--- config.mk ---
export PLATFORM = sky130hd
export DESIGN_NAME = univ_shift_reg
export DESIGN_NICKNAME = d
export VERILOG_FILES = /design/src/rtl/univ_shift_reg.sv
export SDC_FILE = /design/constraint.sdc
export NUM_CORES = 1
export LEC_CHECK = 0
export ABC_CLOCK_PERIOD_IN_PS = 2100
export BUFFER_PORTS_ARGS = -buffer_cell sky130_fd_sc_hd__buf_2
export CORE_AREA = 5 5 42 44
export DETAILED_ROUTE_END_ITERATION = 12
export DIE_AREA = 0 0 47 49
export PLACE_DENSITY = 0.65
export REMOVE_ABC_BUFFERS = 1
export SLEW_MARGIN = 10
export SYNTH_ARGS = -nofsm -noshare
export SYNTH_HDL_FRONTEND = slang
export SYNTH_SLANG_ARGS = --single-unit
--- constraint.sdc ---
create_clock -name clk -period 2.1 [get_ports clk]
set_input_delay 0.42 -clock clk [delete_from_list [all_inputs] [get_ports clk]]
set_output_delay 0.42 -clock clk [all_outputs]
set_load 0.005 [all_outputs]
--- src/rtl/univ_shift_reg.sv ---
// univ_shift_reg -- parametrised universal shift register with a fill tracker
// and an on-the-fly pattern detector.
//
// Purpose:
//   WIDTH-bit register that can hold, shift left, shift right or parallel load.
//   A fill counter tracks how many fresh bits have entered since reset, and
//   'valid' goes high once every bit position has been filled.
//   Every shift that leaves q equal to PATTERN, with the register full,
//   raises a one-cycle 'match' pulse.
//
// Optional feature (macro UNIV_SHIFT_REG_MATCH_CNT_EN):
//   Defined   : match_cnt is a saturating count of match pulses.
//   Undefined : the counter is not built and match_cnt is tied to 0.
//
// Ports:
//   clk        in   1      rising-edge clock
//   rst        in   1      synchronous active-high reset
//   en         in   1      clock enable; 0 holds all state
//   mode       in   2      00 hold, 01 shift left, 10 shift right, 11 load
//   a          in   1      serial data in
//   d          in   WIDTH  parallel load data
//   q          out  WIDTH  register contents
//   so         out  1      serial out: q[WIDTH-1] in mode 01, else q[0]
//   valid      out  1      register fully populated since reset
//   match      out  1      one-cycle pulse when a shift produces PATTERN
//   match_cnt  out  CNT_W  saturating count of match pulses
module univ_shift_reg #(
  parameter int unsigned            WIDTH   = 3,
  parameter logic [WIDTH-1:0]       PATTERN = WIDTH'(5),
  parameter int unsigned            CNT_W   = 8
) (
  input  logic             clk,
  input  logic             rst,
  input  logic             en,
  input  logic [1:0]       mode,
  input  logic             a,
  input  logic [WIDTH-1:0] d,
  output logic [WIDTH-1:0] q,
  output logic             so,
  output logic             valid,
  output logic             match,
  output logic [CNT_W-1:0] match_cnt
);

  localparam int unsigned FILL_W = $clog2(WIDTH + 1);
  localparam logic [FILL_W-1:0] FILL_FULL = FILL_W'(WIDTH);

  localparam logic [1:0] MODE_HOLD  = 2'b00;
  localparam logic [1:0] MODE_LEFT  = 2'b01;
  localparam logic [1:0] MODE_RIGHT = 2'b10;
  localparam logic [1:0] MODE_LOAD  = 2'b11;

  generate
    if (WIDTH < 2) begin : g_width_check
      $error("univ_shift_reg: WIDTH must be at least 2");
    end
  endgenerate

  logic [WIDTH-1:0]  q_reg;
  logic [WIDTH-1:0]  q_next;
  logic [FILL_W-1:0] fill_reg;
  logic [FILL_W-1:0] fill_next;
  logic              valid_reg;
  logic              match_reg;
  logic              match_next;

  // Next-state for q and the fill counter; match is only ever raised by a
  // shift, never by a load or a hold.
  always_comb begin
    q_next     = q_reg;
    fill_next  = fill_reg;
    match_next = 1'b0;
    case (mode)
      MODE_LEFT, MODE_RIGHT: begin
        if (mode == MODE_LEFT) begin
          q_next = {q_reg[WIDTH-2:0], a};
        end else begin
          q_next = {a, q_reg[WIDTH-1:1]};
        end
        // Saturate at WIDTH; direction changes keep accumulating fill.
        fill_next  = (fill_reg == FILL_FULL) ? fill_reg : fill_reg + 1'b1;
        match_next = (q_next == PATTERN) && (fill_next == FILL_FULL);
      end
      MODE_LOAD: begin
        q_next    = d;
        fill_next = FILL_FULL;
      end
      default: begin
        // MODE_HOLD: nothing changes, match drops.
      end
    endcase
  end

  always_ff @(posedge clk) begin
    if (rst) begin
      q_reg     <= '0;
      fill_reg  <= '0;
      valid_reg <= 1'b0;
      match_reg <= 1'b0;
    end else if (en) begin
      q_reg     <= q_next;
      fill_reg  <= fill_next;
      valid_reg <= (fill_next == FILL_FULL);
      match_reg <= match_next;
    end else begin
      match_reg <= 1'b0;
    end
  end

`ifdef UNIV_SHIFT_REG_MATCH_CNT_EN
  logic [CNT_W-1:0] cnt_reg;

  // Counts exactly the cycles where match_reg is being set to 1, and sticks
  // at all-ones instead of wrapping.
  always_ff @(posedge clk) begin
    if (rst) begin
      cnt_reg <= '0;
    end else if (en && match_next && (cnt_reg != {CNT_W{1'b1}})) begin
      cnt_reg <= cnt_reg + 1'b1;
    end
  end

  assign match_cnt = cnt_reg;
`else
  assign match_cnt = '0;
`endif

  assign q     = q_reg;
  assign valid = valid_reg;
  assign match = match_reg;
  assign so    = (mode == MODE_LEFT) ? q_reg[WIDTH-1] : q_reg[0];

endmodule

# Word-level counts from Yosys, hierarchy flattened
# Cells that the tools add are included.
[op_classes]
n_shift = 0
add_sub_neg = 1
div = 0
n_mul = 0
muxes = 6
n_reduce_logical = 5
bitwise_logic = 2
eq_ne = 7
n_lt_le_gt_ge = 0
[op_table]
columns = ["cell", "n"]
rows = [
  ["2-bit equality test, second input constant", 5],
  ["3-bit two-way mux", 2],
  ["3-bit case mux with 2 select lines", 1],
  ["2-bit case mux with 2 select lines", 1],
  ["3-bit equality test, second input constant", 1],
  ["3-bit OR reduction", 1],
  ["2-bit by 1-bit adder with 2-bit output, second input constant", 1],
  ["2-bit by 1-bit equality test with 1-bit output, second input constant", 1],
  ["2-bit two-way mux", 1],
  ["1-bit NOT", 2],
  ["2-bit AND reduction", 1],
  ["2-bit nonzero test", 1],
  ["2-bit OR reduction", 1],
  ["1-bit logical AND", 1],
  ["1-bit two-way mux", 1],
]
[word_totals]
wordCells = 25
mem_count = 0
regBits = 7
input_bits = 9
ramBits = 0
latchBits = 0
rom_bits = 0
out_inout_bits = 14

# Depth between registers and ports, before layout
# Gate-level depths: netlist (run 1).
[depth]
ltp_word = 5
mapped_depth = 5
ltp_nobuf = 5

# Worst setup path after synthesis (run 1)
# OpenSTA, ideal clock, no wires.
[synth_path]
path_kind = "input port to output port"
startpoint = "input mode[1]"
endpoint = "output so"
setup_slack_ns = 0.670
path_stages = 3
arrival_time_ns = 1.010
cell_sequence = "inv_1 ha_1 mux2_2"
[synth_via]
elab_chain_cells = 2
[synth_lines]
columns = ["item", "line", "rtl"]
rows = [
  ["from (decl)", "35", "input logic [1:0] mode,"],
  ["2-bit by 1-bit equality test with 1-bit output", "131", "assign so = (mode == MODE_LEFT) ? q_reg[WIDTH-1] : q_reg[0];"],
  ["1-bit two-way mux", "131", ""],
  ["to (decl)", "39", "output logic so,"],
]
# Every way passes these cells.

# Final worst setup path (run 1)
# Same ends and word-level chain as after synthesis.

==> run_results.csv, run 1 <==
group,metric,value,unit
placed_design,place_area,534,um^2
synth,netlist-cell-type-count,25,
critical_path,r2r_cells,3,
pwr,vdd_ir_drop_max,0.381,mV
sta,grt_setup_unrepaired,"no",
synth,synthMuxAreaShare,8.81,%
synth,synth_warnings,0,
floorplanning,chipHeight,49,um
layout,syn_to_final_growth,16.1,%
synth,synth_xor_area_share,0,%
placed_design,hpwlAfterDp,767,um
synth,synth_top_family_by_area,"simple AND/OR/NAND/NOR gates",
flow_run,drv_cap,0,
global_routing,grt_pass1_wl,1.61,mm
detailed_routing,drt_iter0_markers,14,
layout,layout_commonest_cell,"buf_2",
synth,synthSimpleGateAreaFrac,23.1,%
floorplanning,ios,23,
synth,syn_inst,56,
cts,clock_sinks,7,
detailed_routing,via_count,415,
synth,ys.flop_type,"dfxtp_1",
critical_path,reg2reg_to,"q[2]",
worst_hold_path,min_to,"q[1]",
sta,drv_slew,0,
critical_path,crit_type,"in -> out",
cts,hold_buffers,0,
global_routing,grt_pass1_vias,391,
layout,nFillCells,155,
detailed_routing,wire_per_inst,11.0,um
layout,fin_area,561,um^2
placed_design,dpl.cell_count,84,
synth,yosys.area_share.adder,10.4,%
sta,finalCriticalPeriod,1700,ps
synth,yosysSeqAreaShare,29.0,%
global_routing,gr-usage-all-layers,9.60,%
floorplanning,dieArea,2300,um^2
detailed_routing,drc,0,
cts,clkTransAtPathRegs,50,ps
synth,synth_top_area_share,29.0,%
critical_path,end_kind,"primary output",
worst_hold_path,hold_depth,2,
run_status,outcome,"finished, final reports clean",
detailed_routing,drtAntennaViolNets,0,
cts,clockRootBuffer,"clkbuf_4",
layout,layout-drive-gt1-share,30.6,%
sta,setup_viol,0,
global_routing,grt_antenna_before_repair,0,
synth,yosys-top-cells-area,"dfxtp_1 29%, buf_4 12%, ha_1 10%, mux2_2 4.7%, mux2i_1 4.1%",
detailed_routing,finalWirelength,966,um
floorplanning,rows,14,
critical_path,crit_required,1680,ps
pwr,power_leakage,0.272,nW
critical_path,arrival,1280,ps
pwr,power_density,594,nW/um^2
cts,cts_resized,0,
layout,final_cell_mix,"14 x buf_2, 8 x conb_1, 7 x dfxtp_1",
floorplanning,initial_utilization,34.5,%
cts,clk_latency,250,ps
sta,fmax,0.589,GHz
worst_hold_path,min-delay-start,"rst",
pwr,p_total,333,uW
synth,avgSynthCellArea,8.62,um^2
floorplanning,core-area,1400,um^2
cts,cts_max_path_buffers,2,
layout,final_util,40.0,%
synth,yosys.area.top_type,"dfxtp_1",
cts,h-tree-depth,1,
layout,final_nets,86,
global_routing,overflow,0,
sta,skew,2.66,ps
detailed_routing,via_per_inst,4.72,
global_routing,grt_max_degree,11,
synth,async_flop_share,0,%
synth,ys_ff_latch,7,
placed_design,io_buffers,14,
layout,diodes,0,
layout,largest_reg_flops,3,
cts,cts_tree,"done",
detailed_routing,drtPass1Iterations,4,
critical_path,rrSetupSlack,1050,ps
sta,fin_tns_setup,0,ps
cts,cts_buffers,3,
worst_hold_path,min_path_type,"in -> reg",
critical_path,path_max_fanout,3,
critical_path,worstSetupStartpointType,"input port",
sta,post-route-period-util,80.9,%
placed_design,place.gp.congestion,0.730,
synth,synth_compound_area_share,12.2,%
floorplanning,die_w,47,um
synth,netlist_area,483,um^2
synth,synth-edff-count,0,
critical_path,r2r-start,"q[1]",
cts,cts_setup_buffers,0,
layout,fin_cells,88,
sta,hold_viol,0,
## per-stage QoR
stage	hold WS (ps)	setup WS (ps)
after floorplan	462	670
after global placement	473	410
after detailed placement	479	395
after CTS	412	391
after global routing	419	344
final	433	401
## worst max path at each step
stage                     slack, ps     from  end  cells past startpoint
after CTS                       390  mode[1]   so                      5
after global placement          410  mode[1]   so                      5
after floorplan                 670  mode[1]   so                      3
after global routing            340  mode[1]   so                      5
after detailed placement        390  mode[1]   so                      5
final                           400  mode[1]   so                      5
## critical path: stages
cell and delay (ps):
buf_2 100, inv_1 80, ha_1 210, mux2_2 340, buf_2 120
## area by class of cell
| type | count | area (um^2) | area share (%) |
|---|---|---|---|
| timing repair buffer | 14 | 70.1 | 12.5 |
| clock buffer | 4 | 26.3 | 4.69 |
| tap | 16 | 20.0 | 3.57 |
| inverter | 3 | 11.3 | 2.01 |
| sequential | 7 | 140 | 25.0 |
| multi-input combinational | 44 | 293 | 52.2 |
## layer usage
layer | track usage [%] | part of all wire, %
met2 | 14.3 | 46
met3 | 7.01 | 11
met4 | 1.38 | 0
met5 | 0 | 0
met1 | 11.3 | 43
## logic make-up (layout without fill, tap and decap cells)
family | after synthesis | after routing
DFF | 7 | 7
AOI/OAI and AO/OA | 9 | 9
and+or+nand+nor | 19 | 19
buffers and inverters | 12 | 21
adders and majority gates | 4 | 4
other | 1 | 8
muxes | 4 | 4
## Yosys cell counts (all sizes together), types with 2 or more instances
| cell | count |
|---|---|
| a31oi | 2 |
| nor3 | 3 |
| or3 | 2 |
| nand2 | 3 |
| nor2 | 2 |
| nand3 | 3 |
| inv | 3 |
| buf | 9 |
| mux2i | 2 |
| ha | 4 |
| mux2 | 2 |
| dfxtp | 7 |
| nand2b | 2 |
| a21oi | 3 |
## where the power goes
group / internal, mW / total (mW) / switching (mW) / leakage [nW]
clock network: 0.0725 / 0.122 / 0.0499 / 0.0150
registers: 0.141 / 0.147 / 0.00600 / 0.0573
logic: 0.0301 / 0.0641 / 0.0340 / 0.200
No activity file was read; power rests on OpenSTA's default activity.
==> run 2, diff against run 1 <==
--- a/config.mk
+++ b/config.mk
@@ -5,12 +5,12 @@
 export SDC_FILE = /design/constraint.sdc
 export NUM_CORES = 1
 export LEC_CHECK = 0
-export ABC_CLOCK_PERIOD_IN_PS = 2100
+export ABC_CLOCK_PERIOD_IN_PS = 1400
 export BUFFER_PORTS_ARGS = -buffer_cell sky130_fd_sc_hd__buf_2
 export CORE_AREA = 5 5 42 44
 export DETAILED_ROUTE_END_ITERATION = 12
 export DIE_AREA = 0 0 47 49
-export PLACE_DENSITY = 0.65
+export PLACE_DENSITY = 0.68
 export REMOVE_ABC_BUFFERS = 1
 export SLEW_MARGIN = 10
 export SYNTH_ARGS = -nofsm -noshare
==> constraint.sdc (replaced) <==
create_clock -name clk -period 1.4 [get_ports clk]
set_input_delay 0.28 -clock clk [delete_from_list [all_inputs] [get_ports clk]]
set_output_delay 0.28 -clock clk [all_outputs]
set_load 0.005 [all_outputs]
==> run 2 against run 1 <==
Count of clock-buffer cells in the layout is the same. Clock skew grew 1.9 ps. Clock power grew 57%. Critical path type unchanged. Critical endpoint unchanged.
==> run_results.csv, run 2 (synthesis gave the netlist of run 1 again) <==
group,metric,value,unit
cts,cts_setup_buffers,0,
layout,syn_to_final_growth,23.3,%
sta,post-route-period-util,95.4,%
pwr,p_comb_share,20.5,%
floorplanning,die_w,47,um
sta,drv_slew,0,
detailed_routing,wire_per_inst,11.7,um
cts,cts_buffers,3,
floorplanning,rows,14,
cts,clkTransAtPathRegs,60,ps
cts,clockRootBuffer,"clkbuf_4",
floorplanning,ios,23,
cts,clk_latency,260,ps
detailed_routing,drtAntennaViolNets,0,
layout,layout-drive-gt1-share,36.0,%
pwr,clock_power_share,36.9,%
cts,cts_resized,2,
detailed_routing,via_per_inst,4.84,
floorplanning,initial_utilization,34.5,%
global_routing,grt_pass1_vias,382,
layout,layout_commonest_cell,"buf_2",
layout,largest_reg_flops,3,
flow_run,drv_cap,0,
global_routing,grt_antenna_before_repair,0,
sta,finalCriticalPeriod,1340,ps
detailed_routing,drc,0,
sta,hold_viol,0,
layout,final_cell_mix,"14 x buf_2, 8 x conb_1, 7 x dfxtp_1",
pwr,power_density,870,nW/um^2
layout,final_nets,89,
layout,final_util,42.5,%
run_status,outcome,"finished, final reports clean",
cts,h-tree-depth,1,
critical_path,arrival,1060,ps
detailed_routing,via_count,440,
pwr,vdd_ir_drop_max,0.453,mV
placed_design,hpwlAfterDp,851,um
cts,cts_tree,"done",
cts,clock_sinks,7,
layout,nFillCells,151,
global_routing,gr-usage-all-layers,9.79,%
detailed_routing,finalWirelength,1.06,mm
floorplanning,core-area,1400,um^2
pwr,internal_power,372,uW
placed_design,io_buffers,14,
global_routing,overflow,0,
sta,grt_setup_unrepaired,"no",
detailed_routing,drtPass1Iterations,4,
worst_hold_path,min_path_type,"in -> reg",
sta,skew,4.52,ps
pwr,p_seq_share,42.6,%
global_routing,grt_max_degree,8,
floorplanning,dieArea,2300,um^2
sta,worst_slack,63.8,ps
sta,setup_viol,0,
critical_path,end_kind,"primary output",
placed_design,pre_cts_ws,-38.2,ps
detailed_routing,drt_iter0_markers,10,
cts,cts_max_path_buffers,2,
cts,hold_buffers,0,
critical_path,worstSetupStartpointType,"input port",
critical_path,path_max_fanout,3,
floorplanning,chipHeight,49,um
placed_design,place.gp.congestion,0.873,
pwr,power_switching,146,uW
global_routing,grt_pass1_wl,1.63,mm
pwr,p_sw_share,28.2,%
critical_path,crit_required,1120,ps
layout,diodes,0,
critical_path,crit_type,"in -> out",
sta,fmax,0.748,GHz
pwr,power_leakage,0.286,nW
==> run 2: cell types whose count changed in the layout (fill, tap and decap cells not counted), sizes merged <==
cell,previous run,this run
buf,14,17
==> run 2: final cells by class <==
class | count | area, um^2 | share of cell area, %
timing repair buffer | 17 | 92.6 | 15.5
tap | 16 | 20.0 | 3.36
inverter | 3 | 11.3 | 1.89
multi-input combinational | 44 | 305 | 51.3
sequential | 7 | 140 | 23.5
clock buffer | 4 | 26.3 | 4.41
==> run 2: power groups by stage <==
stage,clock [mW],combinational [mW],sequential [mW]
detailed placement,0,0.103,0.225
finish,0.191,0.106,0.221
global placement,0,0.101,0.224
global route,0.211,0.122,0.222
CTS,0.198,0.106,0.221
floorplan,0,0.0604,0.223
==> run 2: final timing paths <==
check | start | cells past startpoint | slack [ps] | end
worst min register to register | valid | 2 | 490 | valid
worst min-delay path | rst | 2 | 280 | q[1]
worst max register to register | q[1] | 3 | 340 | q[2]
worst max-delay path | mode[1] | 5 | 60 | so
==> run 2: per-stage QoR <==
step,setup TNS [ps],hold WS (ps),instance area (um^2),std cells,power (mW)
2_1_floorplan,0,349,444,54,0.283
3_3_place_gp,-5.57,474,557,87,0.326
3_5_place_dp,-38.2,484,557,87,0.328
4_1_cts,0,276,596,91,0.525
5_1_grt,0,285,596,91,0.555
6_report,0,281,596,91,0.518
==> run 2: worst max-delay path, cell delays in order <==
cell and delay (ps):
buf_2 110, inv_2 80, ha_4 140, mux2_2 320, buf_2 120
==> run 2: metal layers <==
layer	GRT usage (%)	part of all wire (%)
met1	11.9	41
met2	14.3	45
met3	5.90	12
met4	2.76	1.1
met5	0	0
==> run 3, diff against run 2 <==
--- a/config.mk
+++ b/config.mk
@@ -7,10 +7,14 @@
 export LEC_CHECK = 0
 export ABC_CLOCK_PERIOD_IN_PS = 1400
 export BUFFER_PORTS_ARGS = -buffer_cell sky130_fd_sc_hd__buf_2
-export CORE_AREA = 5 5 42 44
+export CELL_PAD_IN_SITES_DETAIL_PLACEMENT = 1
+export CELL_PAD_IN_SITES_GLOBAL_PLACEMENT = 2
+export CORE_ASPECT_RATIO = 0.8
+export CORE_MARGIN = 5
+export CORE_UTILIZATION = 21
+export CTS_CLUSTER_SIZE = 40
 export DETAILED_ROUTE_END_ITERATION = 12
-export DIE_AREA = 0 0 47 49
-export PLACE_DENSITY = 0.68
+export PLACE_DENSITY_LB_ADDON = 0.1
 export REMOVE_ABC_BUFFERS = 1
 export SLEW_MARGIN = 10
 export SYNTH_ARGS = -nofsm -noshare
==> run 3 against run 2 <==
Largest cell class unchanged. Wire length is 22% higher. Clock skew up 1.5 ps. Non-clock buffer count is 2 higher. Register-to-register slack barely moved.
==> run_results.csv, run 3 (synthesis gave the netlist of run 1 again) <==
group,metric,value,unit
global_routing,grt_max_degree,9,
global_routing,overflow,0,
placed_design,hpwlAfterDp,1.04,mm
cts,cts_tree,"done",
sta,grt_setup_unrepaired,"no",
detailed_routing,drtAntennaViolNets,0,
global_routing,grt_pass1_wl,2.02,mm
placed_design,pre_cts_ws,-30.0,ps
global_routing,grt_pass1_vias,445,
sta,worst_slack,69.0,ps
layout,final_cell_mix,"14 x buf_2, 8 x conb_1, 7 x dfxtp_1",
sta,skew,6.01,ps
critical_path,crit_chain,"buf_2 > inv_2 > ha_4 > mux2_2 > buf_2",
critical_path,crit_type,"in -> out",
critical_path,max_stage_delay,310,ps
sta,hold_viol,0,
cts,clock_sinks,7,
critical_path,slowest_stage,"mux2_2",
detailed_routing,drc,0,
detailed_routing,drt_iter0_markers,2,
layout,syn_to_final_growth,28.8,%
placed_design,place_area,576,um^2
detailed_routing,wire_per_inst,12.7,um
placed_design,io_buffers,14,
sta,fmax,0.751,GHz
pwr,p_total,524,uW
layout,fin_area,622,um^2
cts,clk_latency,250,ps
pwr,power_density,843,nW/um^2
run_status,outcome,"finished, final reports clean",
critical_path,arrival,1050,ps
global_routing,gr-usage-all-layers,8.00,%
critical_path,worstSetupStartpointType,"input port",
floorplanning,initial_utilization,22.2,%
global_routing,grt_antenna_before_repair,0,
floorplanning,chipHeight,52.9,um
layout,largest_reg_flops,3,
critical_path,crit_top_cell,"buf_2",
layout,diodes,0,
detailed_routing,finalWirelength,1.29,mm
pwr,power_leakage,0.296,nW
layout,final_util,28.6,%
critical_path,path_max_fanout,3,
detailed_routing,via_count,443,
sta,post-route-period-util,95.1,%
sta,drv_slew,0,
floorplanning,core-area,2180,um^2
cts,cts_buffers,3,
layout,layout-drive-gt1-share,37.7,%
sta,finalCriticalPeriod,1330,ps
cts,hold_buffers,0,
flow_run,drv_cap,0,
floorplanning,ios,23,
layout,layout_commonest_cell,"buf_2",
placed_design,place.gp.congestion,0.659,
layout,final_nets,91,
cts,h-tree-depth,1,
floorplanning,die_w,63.6,um
cts,clockRootBuffer,"clkbuf_4",
floorplanning,rows,15,
worst_hold_path,min_path_type,"in -> reg",
critical_path,crit_required,1120,ps
cts,cts_max_path_buffers,2,
cts,clkTransAtPathRegs,60,ps
critical_path,end_kind,"primary output",
floorplanning,dieArea,3360,um^2
pwr,vdd_ir_drop_max,0.419,mV
sta,setup_viol,0,
detailed_routing,via_per_inst,4.34,
detailed_routing,drtPass1Iterations,3,
-- run 3: changes by cell type in the layout (fill, tap and decap cells not counted), sizes merged --
cell  delta
buf      +2
-- run 3: final cells by class --
cell class                 count  area, um^2
inverter                       3        11.3
sequential                     7         140
tap                           25        31.3
timing repair buffer          19         108
clock buffer                   4        26.3
multi-input combinational     44         305
fill                         271        1560
-- run 3: path summary, 6_finish.rpt --
path	start	to	slack [ps]	depth (start not counted)
worst max register to register	q[1]	q[2]	330	3
worst min register to register	valid	valid	490	2
worst min-delay path	rst	q[0]	280	2
worst max-delay path	mode[1]	so	70	5
-- run 3: critical path: cells and delay by family --
| family | cells | cell delay (ps) |
|---|---|---|
| buf+inv | 3 | 320 |
| fa+ha+maj | 1 | 140 |
| mux | 1 | 310 |
-- run 3: per-layer routing --
metal | part of all wire (%) | track usage [%]
met5 | 0 | 0
met4 | 0.62 | 2.08
met3 | 7.6 | 5.31
met2 | 45 | 12.5
met1 | 47 | 8.96
-- run 3: where the power goes --
part	leakage [nW]	internal, mW	total, mW	switching [mW]
combinational	0.224	0.0553	0.113	0.0581
clock	0.0150	0.109	0.191	0.0813
sequential	0.0573	0.211	0.220	0.00976
-- run 3: repair_timing --
action,4_1_cts,5_1_grt
pin swaps,1,0
setup buffers,1,0
resized for setup,2,1
endpoints found under the setup margin,1,1
-- run 3: stage by stage --
| step | TNS, ps | std cells | hold slack (ps) |
|---|---|---|---|
| 4_1_cts | 0 | 102 | 280 |
| 2_1_floorplan | 0 | 54 | 349 |
| 3_5_place_dp | -67.0 | 97 | 491 |
| 3_3_place_gp | -48.9 | 97 | 478 |
| 5_1_grt | 0 | 102 | 296 |
| 6_report | 0 | 102 | 283 |
